===== config.mk =====
export PLATFORM = sky130hd
export DESIGN_NAME = fb_writer
export DESIGN_NICKNAME = d
export VERILOG_FILES = /design/src/rtl/fb_writer.sv
export SDC_FILE = /design/constraint.sdc
export NUM_CORES = 1
export LEC_CHECK = 0
export CELL_PAD_IN_SITES_DETAIL_PLACEMENT = 1
export CELL_PAD_IN_SITES_GLOBAL_PLACEMENT = 1
export CORE_MARGIN = 3
export CORE_UTILIZATION = 50
export CTS_CLUSTER_SIZE = 20
export DETAILED_ROUTE_END_ITERATION = 6
export DONT_BUFFER_PORTS = 1
export GPL_TIMING_DRIVEN = 0
export PLACE_DENSITY = 0.79
export SLEW_MARGIN = 20
export SYNTH_ARGS = -nofsm -noshare
export SYNTH_HDL_FRONTEND = slang
export SYNTH_SLANG_ARGS = --single-unit

===== constraint.sdc =====
create_clock -name clk -period 6 [get_ports clk]
set_input_delay 1.2 -clock clk [delete_from_list [all_inputs] [get_ports clk]]
set_output_delay 1.2 -clock clk [all_outputs]
set_load 0.03 [all_outputs]

===== src/rtl/fb_writer.sv =====
// Framebuffer fill stage: writes a framed pixel stream or a solid clear colour into the display SRAM.
// Optional mid-frame SOF resynchronisation is enabled by defining SOF_RESYNC_EN.
module fb_writer #(
  parameter int ADDR_WIDTH   = 17,
  parameter int DATA_WIDTH   = 12,
  parameter int FRAME_PIXELS = 76800
) (
  input  logic                  clk,
  input  logic                  rst_n,
  input  logic                  s_valid,
  output logic                  s_ready,
  input  logic [DATA_WIDTH-1:0] s_data,
  input  logic                  s_sof,
  input  logic                  clear_req,
  input  logic [DATA_WIDTH-1:0] clear_color,
  output logic                  busy,
  output logic                  frame_done,
  output logic                  sof_error,
  output logic                  sram_we,
  output logic [ADDR_WIDTH-1:0] sram_addr,
  output logic [DATA_WIDTH-1:0] sram_din
);

  typedef enum logic [1:0] {IDLE, STREAM, CLEAR} state_t;

  localparam logic [ADDR_WIDTH-1:0] LAST_ADDR = ADDR_WIDTH'(FRAME_PIXELS - 1);

  state_t                state, state_next;
  logic [ADDR_WIDTH-1:0] ptr, ptr_next;
  logic [DATA_WIDTH-1:0] color, color_next;
  logic                  we_next;
  logic [ADDR_WIDTH-1:0] addr_next;
  logic [DATA_WIDTH-1:0] din_next;
  logic                  done_next;
  logic                  sof_err_next;
  logic                  busy_next;
  logic                  accept;

  // A pending clear blocks the stream while idle so it always wins the race
  assign s_ready = (state == STREAM) || ((state == IDLE) && !clear_req);
  assign accept  = s_valid && s_ready;

  always_comb begin
    state_next   = state;
    ptr_next     = ptr;
    color_next   = color;
    we_next      = 1'b0;
    addr_next    = '0;
    din_next     = '0;
    done_next    = 1'b0;
    sof_err_next = sof_error;
    case (state)
      IDLE: begin
        if (clear_req) begin
          state_next   = CLEAR;
          ptr_next     = '0;
          color_next   = clear_color;
          sof_err_next = 1'b0;
        end else if (accept && s_sof) begin
          we_next   = 1'b1;
          addr_next = '0;
          din_next  = s_data;
          if (FRAME_PIXELS == 1) begin
            done_next = 1'b1;
            ptr_next  = '0;
          end else begin
            ptr_next   = ADDR_WIDTH'(1);
            state_next = STREAM;
          end
        end
      end
      STREAM: begin
        if (accept) begin
          we_next  = 1'b1;
          din_next = s_data;
`ifdef SOF_RESYNC_EN
          if (s_sof && (ptr != '0)) begin
            addr_next    = '0;
            ptr_next     = ADDR_WIDTH'(1);
            sof_err_next = 1'b1;
          end else
`endif
          begin
            addr_next = ptr;
            if (ptr == LAST_ADDR) begin
              done_next  = 1'b1;
              ptr_next   = '0;
              state_next = IDLE;
            end else begin
              ptr_next = ptr + ADDR_WIDTH'(1);
            end
          end
        end
      end
      CLEAR: begin
        we_next   = 1'b1;
        addr_next = ptr;
        din_next  = color;
        if (ptr == LAST_ADDR) begin
          done_next  = 1'b1;
          ptr_next   = '0;
          state_next = IDLE;
        end else begin
          ptr_next = ptr + ADDR_WIDTH'(1);
        end
      end
      default: state_next = IDLE;
    endcase
  end

  // busy also covers the final write so it stays aligned with sram_we
  assign busy_next = (state_next != IDLE) || we_next;

  always_ff @(posedge clk or negedge rst_n) begin
    if (!rst_n) begin
      state      <= IDLE;
      ptr        <= '0;
      color      <= '0;
      sram_we    <= 1'b0;
      sram_addr  <= '0;
      sram_din   <= '0;
      frame_done <= 1'b0;
      sof_error  <= 1'b0;
      busy       <= 1'b0;
    end else begin
      state      <= state_next;
      ptr        <= ptr_next;
      color      <= color_next;
      sram_we    <= we_next;
      sram_addr  <= addr_next;
      sram_din   <= din_next;
      frame_done <= done_next;
      sof_error  <= sof_err_next;
      busy       <= busy_next;
    end
  end

endmodule


==> results of run 1 <==
==> where the power goes <==
part / internal, mW / switching, mW
registers: 0.528 / 0.164
logic: 0.173 / 0.272
clock network: 0.269 / 0.167
total: 0.969 / 0.603
==> per-layer routing <==
| layer | wire length [µm] | vias up | track usage [%] |
|---|---|---|---|
| li1 | - | 918 | - |
| met1 | 2940 | 1035 | 29.6 |
| met2 | 3440 | 63 | 35.9 |
| met3 | 310 | 19 | 5.94 |
| met4 | 187 | 0 | 12.5 |
| met5 | 0 | - | 0 |
==> flip-flops by register name (all words and copies together) (netlist names) <==
signal and cells:
sram_din 12, sram_we 1, sram_addr 17, busy 1, frame_done 1, ptr 17, state 2, color 12
==> cell usage in the layout (no fill, tap or decap), drive strengths merged, types with 2 or more instances in the layout <==
cell type / Yosys / layout
buf: 5 / 5
dfrtp: 63 / 63
bufinv: 0 / 2
o21a: 5 / 5
or4: 4 / 4
and3: 2 / 2
o22ai: 2 / 2
nand3: 13 / 13
nor2b: 2 / 2
nor4: 4 / 4
ha: 5 / 5
or3: 2 / 2
nand2: 16 / 16
inv: 10 / 10
a21o: 2 / 2
nand2b: 2 / 2
a21oi: 10 / 10
and2: 11 / 11
nand4: 3 / 3
a21boi: 3 / 3
nor2: 27 / 27
a22oi: 12 / 12
o311ai: 2 / 2
o21ai: 16 / 16
mux2: 12 / 12
nor3: 2 / 2
a22o: 2 / 2
clkbuf: 6 / 18
==> cell families (layout without fill, tap and decap cells) <==
family          count (synthesis)  in the layout  share of synthesized area, %
other cells                     1              1                         0.135
flops                          63             63                          56.8
fa+ha+maj                       5              5                          2.26
compound gates                 60             60                          14.8
simple gates                   91             91                          17.7
mux                            12             12                          4.87
buf+inv                        21             37                          3.43
==> final cells by class <==
cell class / instances / area [µm²]
Fill cell: 553 / 2130
Clock inverter: 4 / 76.3
Sequential cell: 63 / 1580
Buffer: 11 / 57.6
Tap cell: 70 / 87.6
Inverter: 10 / 37.5
Clock buffer: 12 / 165
Multi-Input combinational cell: 169 / 1100
==> worst paths after layout <==
path	end	depth (start not counted)	from	slack, ps
setup / recovery	s_ready	2	clear_req	3170
hold / removal	color[2]$_DFFE_PN0P_	1	color[2]$_DFFE_PN0P_	510
setup reg to reg	ptr[10]$_DFFE_PN0P_	6	state[1]$_DFF_PN0_	3470
hold reg to reg	color[2]$_DFFE_PN0P_	1	color[2]$_DFFE_PN0P_	510
max in group asynchronous	color[9]$_DFFE_PN0P_	0	rst_n	5340
min in group asynchronous	sram_we$_DFF_PN0_	0	rst_n	550
==> flow_summary.toml, run 1 <==
[logic_synthesis]
seq_area_frac_synth_pct = 56.8
ys_seq_elements = 63
syn_avg_cell_area_um2 = 11.0
syn_inst = 253
syn_area_um2 = 2770
synth_fp_nets = 287
async_flop_share_pct = 100
synth_warnings = 0
synth.area.top_cells = "dfrtp_1 (57%), mux2_2 (4.9%), nor2_1 (3.5%), a22oi_1 (3.2%), and2_1 (2.5%)"
yosysMostFrequentCell = "dfrtp_1"
synth_enable_flop_cells = 0
synth_cell_types = 53
synthTopCellsByCount = "dfrtp_1 (63), nor2_1 (26), nand2_1 (15)"
synth_top_area_cell = "dfrtp_1"
synth_top_area_share_pct = 56.8
ys.flop_type = "dfrtp_1"

[die]
initial_utilization_pct = 53.0
die_height_um = 80.5
fp.coreArea_um2 = 5240
fp.dieArea_um2 = 6480
num_rows = 26
fp.dieW_um = 80.5
pin_count = 63

[clocking]
cts_buffers = 9
postCtsHoldBufs = 0
path_clk_slew_ps = 70
clkLatencyLatePin_ps = 340
cts_setup_buffers = 0
cts_sinks = 63
cts_resized = 0
h-tree-depth = 3
root_buffer = "clkbuf_8"
cts_buffer_depth = 2
tritoncts = "built"

[sta]
min_period_ps = 2830
worstMarginPinSlew_ps = 588
slew_viol_final = 0
setup_viol = 0
min_period_over_period_pct = 47.1
setup_ws_ps = 3170
relSlewSlack_pct = 60.8
rsz0062_at_grt = "no"
finalSetupTns_ps = 0
finalHoldViolations = 0
hold_slack_ps = 510
max_freq_mhz = 354
clock_skew_ps = 9.94

[place]
hpwl_mm = 4.79
portBuffers = 0
placed_cell_area_um2 = 2860
dp_slack_ps = 3170
finalWeightedCongestion = 0.819
dpl.cell_count = 323

[detailed_routing]
dr.pass1.iters = 5
drtAntennaViolNets = 0
vias = 2035
drc = 0
drt_wl_total_mm = 6.87
avgViaCountPerCell = 6.00
drtIter0Drc = 151
avgRoutedWirePerCell_um = 20.3

[cells_and_area]
drive_gt1_share_pct = 16.0
layout.cells.non_filler = 339
finalInstanceArea_um2 = 3100
postLayoutCoreUtil_pct = 59.2
diodes = 0
finalNetCount = 298
area_delta_synth_final_pct = 11.9

[critical_path]
critPathRequiredTime_ps = 4800
setup.worst_path.start_class = "input port"
cp_num_buf_inv = 0
critical_path_class = "in2out"
crit_fanout = 5
cp_data_arrival_time_ps = 1630
cpLargestDelayFamily = "simple AND/OR/NAND/NOR gates"
slowest_stage = "nand2_1"
cp_slowest_stage_delay_ps = 240
crit_chain = "nand2b_2 > nand2_1"
endpoint_kind = "output pin"

[grt]
grt_overflow_total = 0
grt_pass1_wl_mm = 11.2
first_global_vias = 2145
antenna_found_initial = 0
grt_use_total_pct = 23.2
grt_max_degree = 64

[power_and_ir_drop]
peakVddDrop_mv = 0.235
p_per_area_nw_per_um2 = 507
p_total_mw = 1.57
leakage_nw = 1.36

[hold_path]
worstHoldPathType = "reg2reg"

[run]
maxCapViolations = 0

[run_status]
outcome = "completed"
No activity file was read; power rests on OpenSTA's default activity.
==> run 2: changes to the inputs <==
- CORE_UTILIZATION: 50 -> 44
- PLACE_DENSITY: 0.79 -> 0.74
- clock period: 6 -> 2.3 ns (I/O delays scaled with it)
==> run 2 against run 1 <==
Worst hold slack got worse by 250 ps. Clock power grew 150%. Flip-flop and latch count did not move. First-iteration DRC count down 19%. Power grew to 2.6 times the previous value. Final cell count increased by 1.8%. Non-clock buffer count is 1 higher. Largest power group unchanged.
==> flow_summary.toml, run 2 (synthesized netlist as in run 1, its figures left out) <==
[critical_path]
r2r_end = "ptr[10]$_DFFE_PN0P_"
reg2reg_depth = 9
critPathCapture = "ptr[10]$_DFFE_PN0P_"
r2r-start = "state[1]$_DFF_PN0_"
crit_chain = "inv_1 > ha_1 > inv_2 > o21ai_2 > a21o_1 > buf_6 > buf_2 > o21ai_1 > o41ai_1"
setup.worst_path.start_class = "flop"
endpoint_kind = "flop"
crit_start = "state[1]$_DFF_PN0_"
cp_data_arrival_time_ps = 2330
critPathRequiredTime_ps = 2540
critical_path_class = "reg2reg"
reg2reg_setup_slack_ps = 210
cp_slowest_stage_delay_ps = 420
crit_fanout = 10
slowest_stage = "dfrtp_1"

[sta]
clock_skew_ps = 7.31
worstMarginPinSlew_ps = 590
slew_viol_final = 0
setup_viol = 0
min_period_over_period_pct = 91.0
relSlewSlack_pct = 60.7
finalHoldViolations = 0
min_period_ps = 2090
max_freq_mhz = 478

[clocking]
h-tree-depth = 3
root_buffer = "clkbuf_8"
cts_buffer_depth = 2
cts_sinks = 63
cts_setup_buffers = 0
path_clk_slew_ps = 70
tritoncts = "built"
clkLatencyLatePin_ps = 340
cts_buffers = 9

[cells_and_area]
finalNetCount = 299
mostFrequentLayoutCell = "dfrtp_1"
diodes = 0
seq_area_um2 = 1580
layout_common_cells = "dfrtp_1 (63), nor2_1 (26), nand2_1 (15)"
area_delta_synth_final_pct = 13.4
drive_gt1_share_pct = 16.3
fillers = 650
layout.cells.non_filler = 345
largestRegisters = "ptr: 17 flops, sram_addr: 17 flops"
multi_input_area_um2 = 1120
postLayoutCoreUtil_pct = 52.2

[die]
fp.dieArea_um2 = 7290
die_height_um = 85.4
pin_count = 63
fp.dieW_um = 85.4
initial_utilization_pct = 46.0
fp.coreArea_um2 = 6030
num_rows = 28

[grt]
grt_use_total_pct = 19.7
grt_pass1_wl_mm = 11.1
grt_busiest_layer = "met2"
first_global_vias = 2132
grt_overflow_total = 0
grt_max_degree = 64
antenna_found_initial = 0
grt_util_met3_pct = 4.08
use_met2_pct = 31.6
globalRouteMet1Util_pct = 25.6

[detailed_routing]
drtAntennaViolNets = 0
vias = 1985
dr.pass1.iters = 4
drtIter0Drc = 123
drc = 0
drt_wl_total_mm = 6.63
avgViaCountPerCell = 5.75
avgRoutedWirePerCell_um = 19.2

[place]
dpl.cell_count = 328
finalWeightedCongestion = 0.803
hpwl_mm = 4.58
portBuffers = 0

[power_and_ir_drop]
peakVddDrop_mv = 0.715
p_per_area_nw_per_um2 = 1290
p_total_mw = 4.05
leakage_nw = 1.38

[run_status]
outcome = "completed"

[hold_path]
worstHoldPathType = "in2reg"

[run]
maxCapViolations = 0
-- run 2: routing by layer --
layer,share of wire (%),vias up
met2,51,42
li1,-,921
met3,3.8,12
met5,0,-
met1,44,1010
met4,2.0,0
-- run 2: layout make-up --
| cell class | instances | share of cell area [%] |
|---|---|---|
| sequential | 63 | 50.1 |
| multi-input combinational | 169 | 35.7 |
| clock buffer | 11 | 4.50 |
| tap | 75 | 2.98 |
| clock inverter | 5 | 2.59 |
| buffer | 10 | 1.71 |
| timing repair buffer | 2 | 1.19 |
| inverter | 10 | 1.19 |
-- run 2: critical path, delay by kind of cell (launching register included) --
family | cells | cell delay [ps]
AO/OA/AOI/OAI | 4 | 680
adder cells (fa/ha/maj) | 1 | 260
buffers and inverters | 4 | 630
flip-flops | 1 | 420
-- run 2: worst min-delay path by stage --
stage               startpoint                endpoint  depth (start not counted)
2_1_floorplan            rst_n          busy$_DFF_PN0_                          0
3_3_place_gp             rst_n  sram_addr[4]$_DFF_PN0_                          0
5_1_grt        clear_color[11]   color[11]$_DFFE_PN0P_                          1
3_5_place_dp             rst_n  sram_addr[5]$_DFF_PN0_                          0
4_1_cts         clear_color[7]    color[7]$_DFFE_PN0P_                          1
6_report        clear_color[7]    color[7]$_DFFE_PN0P_                          1
-- run 2: timing repair --
item | 4_1_cts | 5_1_grt
gates cloned | 0 | 0
pin swaps | 0 | 0
hold buffers | 2 | 0
hold endpoints to repair | 63 | 0
resized for setup | 1 | 2
setup endpoints to repair | 3 | 8
-- run 2: power by group --
| group | switching, mW | internal, mW |
|---|---|---|
| registers | 0.422 | 1.38 |
| logic | 0.701 | 0.474 |
| clock network | 0.440 | 0.640 |
-- run 2: stage by stage --
stage | cell area [µm²] | hold WS (ps) | setup WS, ps | TNS [ps]
2_1_floorplan | 2770 | 164 | 406 | 0
3_3_place_gp | 2870 | 166 | -53.0 | -53.0
3_5_place_dp | 2870 | 166 | -57.8 | -108
4_1_cts | 3140 | 245 | 57.0 | 0
5_1_grt | 3140 | 249 | -21.5 | -32.0
6_report | 3140 | 261 | 206 | 0
==> run 3: changes to the inputs <==
- clock period: 2.3 -> 1.9 ns (I/O delays scaled with it)
==> run 3 against run 2 <==
Power up 30%. Worst setup slack worse by 160 ps. Non-clock buffer count rose by 13. Final area rose by 5.7%. Wire length increased by 6.5%. Via count rose by 2.7%. Clock power rose by 22%. Sequential power increased by 22%. Flip-flop and latch count unchanged. Maximum frequency rose by 13%. Global-route usage is 0.57 points higher. Combinational power rose by 52%. Critical endpoint is now ptr[12]$_DFFE_PN0P_. Highest routed layer unchanged.
==> flow_summary.toml, run 3 (synthesized netlist as in run 1, its figures left out) <==
[sta]
slew_viol_final = 0
clock_skew_ps = 9.02
setup_ws_ps = 46.2
rsz0062_at_grt = "yes"
finalSetupTns_ps = 0
min_period_ps = 1850
hold_slack_ps = 179
min_period_over_period_pct = 97.6
setup_viol = 0
finalHoldViolations = 0
max_freq_mhz = 539

[place]
portBuffers = 0
hpwl_mm = 4.58
dp_slack_ps = -458
dpl.cell_count = 328
finalWeightedCongestion = 0.803
placed_cell_area_um2 = 2870

[detailed_routing]
met3WireLength_um = 231
drc = 0
vias = 2039
drt_wl_total_mm = 7.06
drtIter0Drc = 88
wl_met2_mm = 3.55
drtAntennaViolNets = 0
maxUsedRoutingLayer = "met4"
avgRoutedWirePerCell_um = 19.7
dr.pass1.iters = 4
routedLengthMet1_mm = 3.12
avgViaCountPerCell = 5.70

[grt]
grt_pass1_wl_mm = 11.4
antenna_found_initial = 0
grt_use_total_pct = 20.3
grt_overflow_total = 0
first_global_vias = 2168
grt_max_degree = 64

[cells_and_area]
mostFrequentLayoutCell = "dfrtp_1"
fillers = 631
largestRegisters = "ptr: 17 flops, sram_addr: 17 flops"
multi_input_area_um2 = 1190
finalNetCount = 312
seq_area_um2 = 1580
area_delta_synth_final_pct = 19.8
layout.cells.non_filler = 358
drive_gt1_share_pct = 25.1
diodes = 0
layout_common_cells = "dfrtp_1 (61), nor2_1 (26), buf_4 (17)"
postLayoutCoreUtil_pct = 55.2
finalInstanceArea_um2 = 3320

[critical_path]
reg2reg_setup_slack_ps = 50
cp_num_buf_inv = 2
cpLargestDelayFamily = "simple AND/OR/NAND/NOR gates"
r2r_end = "ptr[12]$_DFFE_PN0P_"
crit_fanout = 10
critPathRequiredTime_ps = 2180
cp_slowest_stage_delay_ps = 500
reg2reg_depth = 8
cp_data_arrival_time_ps = 2130
setup.worst_path.start_class = "flop"
critical_path_class = "reg2reg"
endpoint_kind = "flop"
crit_chain = "inv_2 > ha_4 > nand2b_4 > o21ai_4 > a21o_1 > buf_6 > or4_1 > o21ai_1"
r2r-start = "state[0]$_DFF_PN0_"
slowest_stage = "or4_1"

[clocking]
clkLatencyLatePin_ps = 350
cts_buffer_depth = 2
h-tree-depth = 3
cts_buffers = 9
cts_sinks = 63
tritoncts = "built"
path_clk_slew_ps = 70
root_buffer = "clkbuf_8"

[power_and_ir_drop]
leakage_nw = 1.46
p_total_mw = 5.28
peakVddDrop_mv = 0.873
p_per_area_nw_per_um2 = 1590

[run_status]
outcome = "completed"

[die]
fp.dieW_um = 85.4
num_rows = 28
initial_utilization_pct = 46.0
fp.coreArea_um2 = 6030
die_height_um = 85.4
fp.dieArea_um2 = 7290
pin_count = 63

[hold_path]
min_from = "clear_color[2]"
holdPathStages = 1
holdPathEnd = "color[2]$_DFFE_PN0P_"
worstHoldPathType = "in2reg"

[run]
maxCapViolations = 0
==> run 3: timing repair <==
| action | CTS | global route |
|---|---|---|
| hold buffers | 2 | 0 |
| setup buffers | 3 | 11 |
| setup endpoints to repair | 48 | 34 |
| pin swaps | 2 | 2 |
| resized for setup | 12 | 11 |
| hold endpoints to repair | 63 | 0 |
==> run 3: where the power goes <==
part | internal (mW) | switching (mW) | total, mW
sequential | 1.67 | 0.515 | 2.19
clock | 0.775 | 0.541 | 1.32
combinational | 0.804 | 0.973 | 1.78
==> run 3: how the worst max path moves through the flow <==
stage | from | end | slack [ps] | cells past startpoint
2_1_floorplan | state[1]$_DFF_PN0_ | ptr[12]$_DFFE_PN0P_ | 6 | 7
3_3_place_gp | state[1]$_DFF_PN0_ | ptr[10]$_DFFE_PN0P_ | -450 | 6
3_5_place_dp | state[1]$_DFF_PN0_ | ptr[15]$_DFFE_PN0P_ | -460 | 6
4_1_cts | ptr[1]$_DFFE_PN0P_ | ptr[4]$_DFFE_PN0P_ | -3 | 7
5_1_grt | state[1]$_DFF_PN0_ | ptr[13]$_DFFE_PN0P_ | -90 | 9
6_report | state[0]$_DFF_PN0_ | ptr[12]$_DFFE_PN0P_ | 50 | 8
==> run 3: area by class of cell <==
cell class	instances	share of cell area, %
buffer	9	1.66
inverter	10	1.13
clock inverter	5	2.45
sequential	63	47.5
multi-input combinational	169	35.9
clock buffer	11	4.25
timing repair buffer	16	4.29
tap	75	2.82
==> run 3: worst register-to-register path, stage by stage, from the launching register on <==
cell and delay (ps):
dfrtp_2 420, inv_2 80, ha_4 180, nand2b_4 90, o21ai_4 80, a21o_1 210, buf_6 160, or4_1 500
o21ai_1 80
==> run 3: layer usage <==
layer | up-vias | global-route usage, %
met5 | - | 0
met4 | 0 | 9.78
met3 | 14 | 4.08
met2 | 38 | 32.6
met1 | 1041 | 26.1
li1 | 946 | -
